[src/rtl/alu_arbiter_ctrl.sv]
// alu_arbiter_ctrl: round-robin front end that shares one registered ALU
// between two requesters and returns the selected unit result with the
// requester ID on a single response port.
//
// state  | meaning
// -------+------------------------------------------------------------
// S_IDLE | waiting for a request; ready offered to the granted port
// S_EXEC | operands held on the ALU, waiting out its register latency
// S_CAPT | ALU output valid; sample the unit picked by alu_fun[3:2]
// S_RESP | response presented until the consumer takes it
module alu_arbiter_ctrl #(
  parameter int WIDTH   = 16,
  parameter int ALU_LAT = 1,
  parameter int CNT_W   = 16
) (
  input  logic                 i_clk,
  input  logic                 i_rst_n,
  input  logic                 i_req0_valid,
  output logic                 o_req0_ready,
  input  logic [WIDTH-1:0]     i_req0_a,
  input  logic [WIDTH-1:0]     i_req0_b,
  input  logic [3:0]           i_req0_fun,
  input  logic                 i_req1_valid,
  output logic                 o_req1_ready,
  input  logic [WIDTH-1:0]     i_req1_a,
  input  logic [WIDTH-1:0]     i_req1_b,
  input  logic [3:0]           i_req1_fun,
  output logic                 o_resp_valid,
  input  logic                 i_resp_ready,
  output logic                 o_resp_id,
  output logic [2*WIDTH-1:0]   o_resp_data,
  output logic                 o_resp_flag,
  output logic                 o_resp_err,
  output logic                 o_busy,
  output logic [CNT_W-1:0]     o_done_cnt,
  output logic [WIDTH-1:0]     o_alu_a,
  output logic [WIDTH-1:0]     o_alu_b,
  output logic [3:0]           o_alu_fun,
  input  logic [2*WIDTH-1:0]   i_alu_arith_out,
  input  logic [WIDTH-1:0]     i_alu_logic_out,
  input  logic [WIDTH-1:0]     i_alu_shift_out,
  input  logic [WIDTH-1:0]     i_alu_cmp_out,
  input  logic                 i_alu_arith_flag,
  input  logic                 i_alu_logic_flag,
  input  logic                 i_alu_shift_flag,
  input  logic                 i_alu_cmp_flag
);

  localparam int WC_W = (ALU_LAT > 1) ? $clog2(ALU_LAT) : 1;
  localparam logic [WC_W-1:0] WC_INIT = WC_W'(ALU_LAT - 1);

  typedef enum logic [1:0] {S_IDLE, S_EXEC, S_CAPT, S_RESP} state_t;

  state_t               r_state;
  state_t               w_state_nxt;
  logic                 w_grant_vld;
  logic                 w_grant_id;
  logic                 r_last_grant;
  logic                 r_id;
  logic [WC_W-1:0]      r_wcnt;
  logic [WIDTH-1:0]     r_alu_a;
  logic [WIDTH-1:0]     r_alu_b;
  logic [3:0]           r_alu_fun;
  logic [2*WIDTH-1:0]   w_sel_data;
  logic                 w_sel_flag;
  logic [2*WIDTH-1:0]   r_resp_data;
  logic                 r_resp_flag;
  logic                 r_resp_err;
  logic [CNT_W-1:0]     r_done_cnt;

  // State register.
  always_ff @(posedge i_clk or negedge i_rst_n) begin
    if (!i_rst_n) r_state <= S_IDLE;
    else          r_state <= w_state_nxt;
  end

  // Round-robin grant (IDLE only, suppressed while reset is held) and next state.
  always_comb begin
    w_grant_vld = 1'b0;
    w_grant_id  = 1'b0;
    w_state_nxt = r_state;
    case (r_state)
      S_IDLE: begin
        if (i_rst_n) begin
          if (i_req0_valid && i_req1_valid) begin
            w_grant_vld = 1'b1;
            w_grant_id  = ~r_last_grant;
          end else if (i_req0_valid) begin
            w_grant_vld = 1'b1;
            w_grant_id  = 1'b0;
          end else if (i_req1_valid) begin
            w_grant_vld = 1'b1;
            w_grant_id  = 1'b1;
          end
        end
        if (w_grant_vld) w_state_nxt = S_EXEC;
      end
      S_EXEC:  if (r_wcnt == '0) w_state_nxt = S_CAPT;
      S_CAPT:  w_state_nxt = S_RESP;
      S_RESP:  if (i_resp_ready) w_state_nxt = S_IDLE;
      default: w_state_nxt = S_IDLE;
    endcase
  end

  // Pick the unit result named by the held function code; narrow units are zero-extended.
  always_comb begin
    w_sel_data = '0;
    w_sel_flag = 1'b0;
    case (r_alu_fun[3:2])
      2'b00: begin
        w_sel_data = i_alu_arith_out;
        w_sel_flag = i_alu_arith_flag;
      end
      2'b01: begin
        w_sel_data = {{WIDTH{1'b0}}, i_alu_logic_out};
        w_sel_flag = i_alu_logic_flag;
      end
      2'b10: begin
        w_sel_data = {{WIDTH{1'b0}}, i_alu_cmp_out};
        w_sel_flag = i_alu_cmp_flag;
      end
      default: begin
        w_sel_data = {{WIDTH{1'b0}}, i_alu_shift_out};
        w_sel_flag = i_alu_shift_flag;
      end
    endcase
  end

  // Latch the accepted command onto the ALU and run the latency down-counter.
  always_ff @(posedge i_clk or negedge i_rst_n) begin
    if (!i_rst_n) begin
      r_alu_a      <= '0;
      r_alu_b      <= '0;
      r_alu_fun    <= '0;
      r_id         <= 1'b0;
      r_last_grant <= 1'b1;
      r_wcnt       <= '0;
    end else if (w_grant_vld) begin
      r_alu_a      <= w_grant_id ? i_req1_a   : i_req0_a;
      r_alu_b      <= w_grant_id ? i_req1_b   : i_req0_b;
      r_alu_fun    <= w_grant_id ? i_req1_fun : i_req0_fun;
      r_id         <= w_grant_id;
      r_last_grant <= w_grant_id;
      r_wcnt       <= WC_INIT;
    end else if (r_state == S_EXEC && r_wcnt != '0) begin
      r_wcnt <= r_wcnt - WC_W'(1);
    end
  end

  // Capture the response in CAPT and count completions as the consumer takes them.
  always_ff @(posedge i_clk or negedge i_rst_n) begin
    if (!i_rst_n) begin
      r_resp_data <= '0;
      r_resp_flag <= 1'b0;
      r_resp_err  <= 1'b0;
      r_done_cnt  <= '0;
    end else begin
      if (r_state == S_CAPT) begin
        r_resp_data <= w_sel_data;
        r_resp_flag <= w_sel_flag;
        r_resp_err  <= ~w_sel_flag;
      end
      if (r_state == S_RESP && i_resp_ready) r_done_cnt <= r_done_cnt + CNT_W'(1);
    end
  end

  assign o_req0_ready = w_grant_vld & ~w_grant_id;
  assign o_req1_ready = w_grant_vld &  w_grant_id;
  assign o_resp_valid = (r_state == S_RESP);
  assign o_busy       = (r_state != S_IDLE);
  assign o_resp_id    = r_id;
  assign o_resp_data  = r_resp_data;
  assign o_resp_flag  = r_resp_flag;
  assign o_resp_err   = r_resp_err;
  assign o_done_cnt   = r_done_cnt;
  assign o_alu_a      = r_alu_a;
  assign o_alu_b      = r_alu_b;
  assign o_alu_fun    = r_alu_fun;

endmodule

[config.mk]
export PLATFORM = sky130hd
export DESIGN_NAME = alu_arbiter_ctrl
export DESIGN_NICKNAME = d
export VERILOG_FILES = /design/src/rtl/alu_arbiter_ctrl.sv
export SDC_FILE = /design/constraint.sdc
export NUM_CORES = 1
export LEC_CHECK = 0
export ABC_AREA = 1
export CAP_MARGIN = 30
export CORE_UTILIZATION = 42
export DETAILED_ROUTE_END_ITERATION = 8
export PLACE_DENSITY = 0.87
export SLEW_MARGIN = 40
export SYNTH_ARGS = -nofsm -noshare
export SYNTH_HDL_FRONTEND = slang
export SYNTH_SLANG_ARGS = --single-unit
[constraint.sdc]
create_clock -name i_clk -period 3.04 [get_ports i_clk]
set_clock_uncertainty 0.2 [all_clocks]
set_input_delay 0.304 -clock i_clk [delete_from_list [all_inputs] [get_ports i_clk]]
set_output_delay 0.304 -clock i_clk [all_outputs]
set_load 0.005 [all_outputs]
* Word-level counts from Yosys, hierarchy flattened
Cells that the tools add are included.
** Cells by class
- Multiplexer cells :: 21
- Equality and inequality tests :: 8
- Bitwise logic cells :: 5
- Add/subtract/negate cells :: 2
- Reduce and logical (&&, ||, !) cells :: 8
** Operator list (count)
- $pmux W32 S3 :: 1
- $mux W16 :: 2
- $add A16 B1 Y16 const B :: 1
- $mux W1 :: 12
- $pmux W2 S4 :: 1
- $eq A2 B2 Y1 const B :: 3
- $mux W2 :: 3
- $eq A2 B1 Y1 const B :: 2
- $logic_not A2 Y1 :: 2
- $mux W4 :: 1
- $ne A2 B1 Y1 const B :: 2
- $reduce_bool A2 Y1 :: 2
- $logic_and A1 B1 Y1 :: 3
- $not A1 Y1 :: 3
- $pmux W1 S3 :: 1
- $reduce_and A3 Y1 :: 1
- $and A1 B1 Y1 :: 2
- $ne A2 B2 Y1 const B :: 1
- $sub A1 B1 Y1 const B :: 1
** Word-level totals
- Word-level logic and storage cells :: 55
- Flip-flop bits (word level) :: 91

* Depth between registers and ports, before layout
- Depth in word-level cells :: 7
- Gate-level depth with buffers :: 10
- Mapped depth without buffers :: 8

* Worst setup path before layout
Ideal clock, no wire load.
- Path kind :: register to output
- Start :: register r_state[0]
- End :: output o_req0_ready
- Cell stages (with the launch flop) :: 8
- Arrival time :: 1.245 ns
- Slack :: 1.291 ns
- Data required time :: 2.536 ns
- Cells stage by stage :: dfrtp_1 -> inv_1 -> ha_1 -> inv_2 -> nor2_4 -> inv_2 -> buf_2 -> nor2_1
** Between the ends
- Word-level cells in the longest chain between the ends :: 4
- Elaborated cells between the ends (all ways) :: 5
- Classes of those cells :: 2 x mux; 2 x bitwise; 1 x reduce/logical
** RTL lines
- start: declaration :: line 54 : state_t r_state;
- start signal: assignment :: line 74 : else r_state <= w_state_nxt;
- $logic_not A2 Y1 (*) :: line 82 : case (r_state)
- $mux W1 :: line 82
- $not A1 Y1 :: line 167 : assign o_req0_ready = w_grant_vld & ~w_grant_id;
- $and A1 B1 Y1 (*) :: line 167
- end: declaration :: line 19 : output logic o_req0_ready,
Every way passes the cells marked *; elsewhere a longest branch is shown, timed or not.

* Final worst setup path
- Start :: input i_rst_n
- End :: output o_req0_ready
** Between the ends
- Word-level cells in the longest chain between the ends :: 4
- Elaborated cells between the ends (all ways) :: 7
- Classes of those cells :: 5 x mux; 2 x bitwise
** RTL lines
- start: declaration :: line 17 : input logic i_rst_n,
- $mux W1 :: line 84 : if (i_rst_n) begin
- $mux W1 :: line 82
- $mux W1 / $not A1 Y1 (equally long branches) :: line 82, 167
- $and A1 B1 Y1 (*) :: line 167
Every way passes the cells marked *; elsewhere a longest branch is shown, timed or not. The select of a mux whose other input is x is not followed.

==> metrics <==
status complete, no violations; Compound-Gate Fraction of Synth Area 0.00619; number of flops mapped to enable cells by yosys 0; RSZ-0062 raised after global routing false; vias in the first global route 4920; initial antenna violation count 0; CP Capture Type primary output; peak supply drop 0.600 mV; largest family of logic cells by synthesized area simple AND/OR/NAND/NOR gates; Tmin final 2.54 ns; Die Y 105 um; Int Power 3.45 mW; drc violations 0; synthesis warning total 0; Hold Worst Slack 0.210 ns; H-tree depth 3; dpl hpwl 11300 um; post-route cell area 0.00722 mm^2; Net Count, Synth 741; Root Buffer clkbuf_8; Ports 252; largest net degree at the start of global routing 52; core footprint 0.0103 mm^2; cell area after synthesis 0.00445 mm^2; DR vias/cell 5.14; clk_lat worst skew 0.36 ns; Top FF cell, synth dfrtp_1; post-synthesis mux area share 0; Fmax 0.394 GHz; period utilization 0.835; drt first pass iters 5; Arr. time, crit path 2.03 ns; Clock Path Buffers 2; Area Overhead vs Synth 62.4%; Worst-Margin Slew 0.645 ns; share of layout cells above drive strength 1 0.0413; FP Rows 37; PwrDens 768 mW/mm^2; Simple-Gate Fraction of Synth Area 0.398; clock network power share 0.128; Relative slew margins 0.570; power consumption 5.55 mW; setup tns final 0 ns; switching power share of the total 0.378; postcts setup bufs 0; number of port buffers 251; Mapped Avg Cell Area 7.74 um^2; Leak 3.32 nW; Hold WC Path Type in2async; die area 0.0110 mm^2; Die W 105 um; grt total ovfl 0; # diodes 0; Final Core Density 0.703; wire per inst 15.7 um; Synth Area in Adders 0.0141; Final Net Count 985; Max Slew Vio Count 0; synthesized instance count 575; Synth Area in XOR/XNOR 0.0177; number of nets with antenna violations after routing 0; Initial Util 0.433; CTS tree yes; DRT iter0 DRCs 380; dpl cell area 0.00705 mm^2; kind of critical path in2out; final hold vios 0; Worst setup SP type input pin; Seq pwr share 0.362; Yosys cell types 22; gr usage total 0.273; worst path required time 2.54 ns; FFs w/ async S/R, synth 1.00; clock sinks 91; Reg clk slew, reported paths 0.08 ns; vias 4925; first-pass GRT wire length 23800 um; final setup vio count 0; MaxCap Viol Count 0; placer congestion estimate 0.854; Gate power share 0.509; Sw Pwr 2.09 mW; Yosys reg bits 91; cts bufs inserted 9; R2R setup slack 1.01 ns; WL final 15000 um; CP Max Fanout 12; Seq/Total Area, Yosys 0.512
cells by family after synthesis:
kind of cell,count (synthesis)
buffers and inverters,51
AOI/OAI and AO/OA,5
xor gates and xnor gates,9
DFF,91
adders and majority gates,5
and+or+nand+nor,414
synthesized netlist by cell type (3+ instances only):
cell type / n / share of area
buf_2: 14 / 0.016
buf_4: 6 / 0.010
dfrtp_1: 90 / 0.51
nor3_1: 3 / 0.0034
nor2_1: 17 / 0.014
nand2_1: 267 / 0.23
xor2_1: 6 / 0.012
xnor2_1: 3 / 0.0059
nand3_1: 99 / 0.11
nand4_1: 21 / 0.030
nor2_4: 3 / 0.0076
ha_1: 5 / 0.014
inv_2: 6 / 0.0051
inv_1: 17 / 0.014
buf_1: 5 / 0.0042
clkbuf_1: 3 / 0.0025
layer usage:
layer	up-vias	routed length, um	track usage	part of all wire
met5	-	0	0	0
met4	0	432	0.116	0.029
met3	36	1150	0.0599	0.076
met2	244	7700	0.488	0.51
met1	2321	5770	0.314	0.38
li1	2324	-	-	-
cell type report:
| type | instances | area (um^2) |
|---|---|---|
| flip-flops and latches | 91 | 2280 |
| multi-input cells | 433 | 1940 |
| clock buffers | 13 | 149 |
| repair buffers | 261 | 2590 |
| clock inverters | 2 | 12.5 |
| well taps | 136 | 170 |
| fillers | 804 | 3060 |
| inverters | 23 | 86.3 |
power by group through the flow:
stage                     registers (mW)  clock network [mW]  logic (mW)
after global routing                2.07               0.785        3.10
after floorplan                     2.03                   0        1.23
after global placement              1.99                   0        2.74
after detailed placement            2.02                   0        2.83
after CTS                           2.01               0.736        2.84
final                               2.01               0.713        2.82
flip-flops by register name, indices dropped and copies added (netlist names):
| name | count |
|---|---|
| o_resp_flag | 1 |
| o_resp_err | 1 |
| r_state | 2 |
| o_done_cnt | 16 |
| o_resp_id | 1 |
| o_alu_b | 16 |
| r_wcnt | 1 |
| o_alu_fun | 4 |
| r_last_grant | 1 |
| o_resp_data | 32 |
| o_alu_a | 16 |
stage by stage:
stage	setup WS, ns	std cells
6_report	0.501	959
4_1_cts	0.476	959
3_3_place_gp	0.883	943
3_5_place_dp	0.840	943
2_1_floorplan	1.29	575
5_1_grt	0.415	959
worst max-delay path, stage by stage:
cell and delay [ns]:
dlygate4sd3_1 0.58, buf_4 0.23, o21ai_1 0.17, nor2_4 0.12
inv_2 0.04, nor2_1 0.08, clkdlybuf4s50_1 0.50
final timing paths:
check                                          from                   endpoint  depth (start not counted)
setup / recovery                            i_rst_n               o_req0_ready                          7
hold / removal                              i_rst_n    o_alu_a[13]$_DFFE_PN0P_                          2
setup reg to reg             r_state[0]$_DFFE_PN0P_     o_resp_err$_DFFE_PN0N_                          5
hold reg to reg            r_last_grant$_DFFE_PN1P_   r_last_grant$_DFFE_PN1P_                          2
max in group asynchronous                   i_rst_n  o_done_cnt[1]$_DFFE_PN0P_                          4
min in group i_clk         r_last_grant$_DFFE_PN1P_   r_last_grant$_DFFE_PN1P_                          2
layout by cell type, fill, tap and decap left out:
cell type and count:
nand2_1 267, clkdlybuf4s50_1 250, nand3_1 99, dfrtp_1 90, nand4_1 21, inv_1 17, nor2_1 17, clkbuf_8 10
buf_4 10, inv_2 6, xor2_1 6, ha_1 5, nor2_4 3, nor3_1 3, xnor2_1 3, clkbuf_1 3
o21ai_1 2, nor2_2 2, nand3b_1 2, o21ai_0 2, a22oi_1 1, clkinvlp_4 1, clkinv_2 1, dlygate4sd3_1 1
dfstp_2 1
timing repair:
action / 4_1_cts / 5_1_grt
resized for setup: 0 / 0
hold endpoints to repair: 40 / 0
endpoints found under the setup margin: 0 / 0
hold buffers: 1 / 0
Power figures use the tool's default switching activity.
